==> config.mk <==
export PLATFORM = sky130hd
export DESIGN_NAME = mux10to1_sel
export DESIGN_NICKNAME = d
export VERILOG_FILES = /design/src/rtl/mux10to1_sel.sv
export SDC_FILE = /design/constraint.sdc
export NUM_CORES = 1
export LEC_CHECK = 0
export BUFFER_PORTS_ARGS = -buffer_cell sky130_fd_sc_hd__buf_4
export CORE_MARGIN = 10
export CORE_UTILIZATION = 30
export CTS_CLUSTER_SIZE = 10
export DETAILED_ROUTE_END_ITERATION = 16
export GPL_TIMING_DRIVEN = 0
export PLACE_DENSITY = 0.68
export SETUP_SLACK_MARGIN = 0.1
export SYNTH_ARGS = -nofsm -noshare
export SYNTH_HDL_FRONTEND = slang
export SYNTH_SLANG_ARGS = --single-unit
==> constraint.sdc <==
create_clock -name CLK -period 1.8 [get_ports CLK]
set_input_delay 0.09 -clock CLK [delete_from_list [all_inputs] [get_ports CLK]]
set_output_delay 0.09 -clock CLK [all_outputs]
set_load 0.05 [all_outputs]
==> src/rtl/mux10to1_sel.sv <==
// Registered N_IN-to-1 bit multiplexer with one-hot select decode and an
// out-of-range flag; one cycle of latency, no internal history.
module mux10to1_sel #(
    parameter int N_IN  = 10,
    parameter int SEL_W = 4
) (
    input  logic              CLK,
    input  logic              RST,
    input  logic [N_IN-1:0]   IN,
    input  logic [SEL_W-1:0]  SL,
    output logic              OUT,
    output logic              ERR,
    output logic [N_IN-1:0]   SEL_OH
);

    if (N_IN < 2 || N_IN > 16) begin : g_bad_n_in
        $fatal(1, "mux10to1_sel: N_IN must be in 2..16");
    end
    if (N_IN > (2 ** SEL_W)) begin : g_bad_sel_w
        $fatal(1, "mux10to1_sel: SEL_W too narrow to address N_IN inputs");
    end

    logic              out_d,    out_q;
    logic              err_d,    err_q;
    logic [N_IN-1:0]   sel_oh_d, sel_oh_q;

    // An out-of-range select matches no decode line, so the one-hot vector,
    // and therefore the output, is zero without any wrap of the index.
    always_comb begin
        sel_oh_d = '0;
        for (int i = 0; i < N_IN; i++) begin
            sel_oh_d[i] = (SL == SEL_W'(i));
        end
        err_d = ~|sel_oh_d;
        // AND-masking keeps X/Z on unselected lines out of the result.
        out_d = |(IN & sel_oh_d);
    end

    always_ff @(posedge CLK) begin
        if (RST) begin
            out_q    <= 1'b0;
            err_q    <= 1'b0;
            sel_oh_q <= '0;
        end else begin
            out_q    <= out_d;
            err_q    <= err_d;
            sel_oh_q <= sel_oh_d;
        end
    end

    assign OUT    = out_q;
    assign ERR    = err_q;
    assign SEL_OH = sel_oh_q;

endmodule

==> out/metrics.csv <==
metric,value,unit
fill count,152,
"Cell Chain, Critical Path",buf_4,
vias in the first global route,478,
global-route wire length before repair,1950,um
worst hold margin,0.0106,ns
endpoints failing setup,0,
H-tree levels,1,
Ys Warns,0,
Setup TNS,0,ns
setup bufs post-CTS,0,
#FFs+latches synth,12,
fraction of registers with async set or reset after synthesis,0,
initial antenna violation count,0,
Static Leak,0.328,nW
clk sinks,12,
row count,14,
number of enable flip-flop cells after synthesis,0,
RSZ-0062 raised after global routing,false,
Synth Cell Area,469,um2
layout cells sized above 1,0.461,
crit path to,SEL_OH[9],
# DRC,0,
1st-iter DRT viols,7,
Crit. path cell count,1,
delay of the slowest cell on the worst path,0.32,ns
Area Growth Syn to Fin,53.6,%
CP endpoint kind,output pin,
total die area,3550,um2
hold buffers post-CTS,0,
Critical Path Start Type,flip-flop,
Post-DP HPWL,945,um
Worst EP arrival,0.78,ns
WP data required,1.71,ns
"antenna viol nets, final",0,
Mapped Nets,62,
hold path cells,2,
Die H,59.5,um
Num CTS Buffers,3,
Crit Path Category,flip-flop to output pin,
vias,431,
crit share post-route,0.485,
Total GRT Usage,0.0727,
Tot Pwr,0.582,mW
largest net degree at the start of global routing,11,
final hold vios,0,
Core Area,1490,um2
synth unique cells,19,
Crit-path slowest cell,dfxtp_1,
"delay-heaviest family, CP",flip-flops,
gpl congestion,0.685,
Peak VDD IR,287,uV
Rel. slew slack,0.832,
Final nets,93,
Buffers & Inverters on Critical Path,1,
Via density,4.68,
CP Launch Point,SEL_OH[9]$_SDFF_PP0_,
CP max FO,1,
Die W,59.5,um
cts repair resizes,0,
gr ovfl total,0,
Initial Util,0.315,
# IOs,28,
TritonCTS clock tree,done,
final slew viol count,0,
worst-margin pin slew,0.248,ns
Max-Cap Viols,0,
worst setup margin,0.927,ns
first-pass detailed-route iteration total,4,
clk buf depth,2,
Syn Inst Count,46,
status,"complete, no violations",
clock slew at reported path FFs,0.07,ns
Routed WL,1170,um
fmax,1150,MHz
fin crit period,0.873,ns
diode count,0,
post-synthesis sequential area ratio,0.512,
power per cell area,807,nW/um2
root buf cell,clkbuf_4,
IO buf count,26,
syn_area_per_cell,10.2,um2
Main synth FF type,dfxtp_1,
routed len/inst,12.7,um
Hold WC Path Type,input port to flip-flop,
dpl ws,0.719,ns
==> sequential cells by signal, summed over array words and instances (netlist names) <==
signal,count
OUT,1
ERR,1
SEL_OH,10
==> worst min path at each step <==
| stage | start | endpoint | slack, ns |
|---|---|---|---|
| 5_1_grt | RST | OUT$_SDFF_PP0_ | 0.01 |
| 3_3_place_gp | RST | OUT$_SDFF_PP0_ | 0.29 |
| 3_5_place_dp | RST | OUT$_SDFF_PP0_ | 0.29 |
| 6_report | RST | OUT$_SDFF_PP0_ | 0.01 |
| 4_1_cts | RST | OUT$_SDFF_PP0_ | 0.004 |
| 2_1_floorplan | RST | OUT$_SDFF_PP0_ | 0.16 |
==> routing by layer <==
layer / track usage / routed length, um
met1: 0.0691 / 466
met2: 0.108 / 508
met3: 0.0343 / 153
met4: 0.0769 / 38
met5: 0 / 0
==> power breakdown <==
| part | switching [mW] | internal, mW | total (mW) |
|---|---|---|---|
| Sequential | 0.00155 | 0.272 | 0.273 |
| Combinational | 0.0510 | 0.0481 | 0.0991 |
| Clock | 0.0863 | 0.123 | 0.209 |
| Total | 0.139 | 0.443 | 0.582 |
==> logic make-up (layout without fill, tap and decap cells) <==
logic type      count (synthesis)  in the layout  share of synthesized area
mux                             2              2                     0.0773
buf+inv                         3             33                     0.0773
flops                          12             12                      0.512
compound gates                  5              5                     0.0560
simple gates                   24             24                      0.277
==> synth_stat cells, drive strengths merged (2+ instances only) <==
library cell / count / area share
a21oi: 3 / 0.032
buf: 2 / 0.048
dfxtp: 12 / 0.51
nand2: 2 / 0.016
nand2b: 2 / 0.027
nand3b: 2 / 0.032
nor2: 9 / 0.072
nor3: 3 / 0.032
or3b: 2 / 0.037
==> per-stage QoR <==
| step | instances | util | area [um2] |
|---|---|---|---|
| 2_1_floorplan | 46 | - | 469 |
| 3_3_place_gp | 88 | 0.460 | 684 |
| 3_5_place_dp | 88 | 0.460 | 684 |
| 4_1_cts | 92 | 0.484 | 721 |
| 5_1_grt | 92 | 0.484 | 721 |
| 6_report | 92 | 0.484 | 721 |
==> cell type report <==
type	instances	area (um2)	area share
Clock buffer	4	36.3	0.0503
Buffer	3	36.3	0.0503
Timing Repair Buffer	26	195	0.271
Multi-Input combinational cell	31	193	0.267
Sequential cell	12	240	0.333
Tap cell	16	20.0	0.0278
==> cells in the final DEF, fill, tap and decap left out <==
cell type  instances
a21oi_1            3
or3_2              1
o21ai_0            1
mux2i_1            1
nand2b_1           2
dfxtp_1           12
or3b_2             1
nand2_1            2
buf_6              2
nor4b_1            1
or3b_1             1
nor2_1             9
clkbuf_8           2
nor3_1             3
mux4_1             1
nand3_1            1
clkbuf_4           3
nor3b_1            1
nand3b_1           2
buf_4             26
a31oi_1            1
Note: power is estimated with default switching activity, not from simulation.
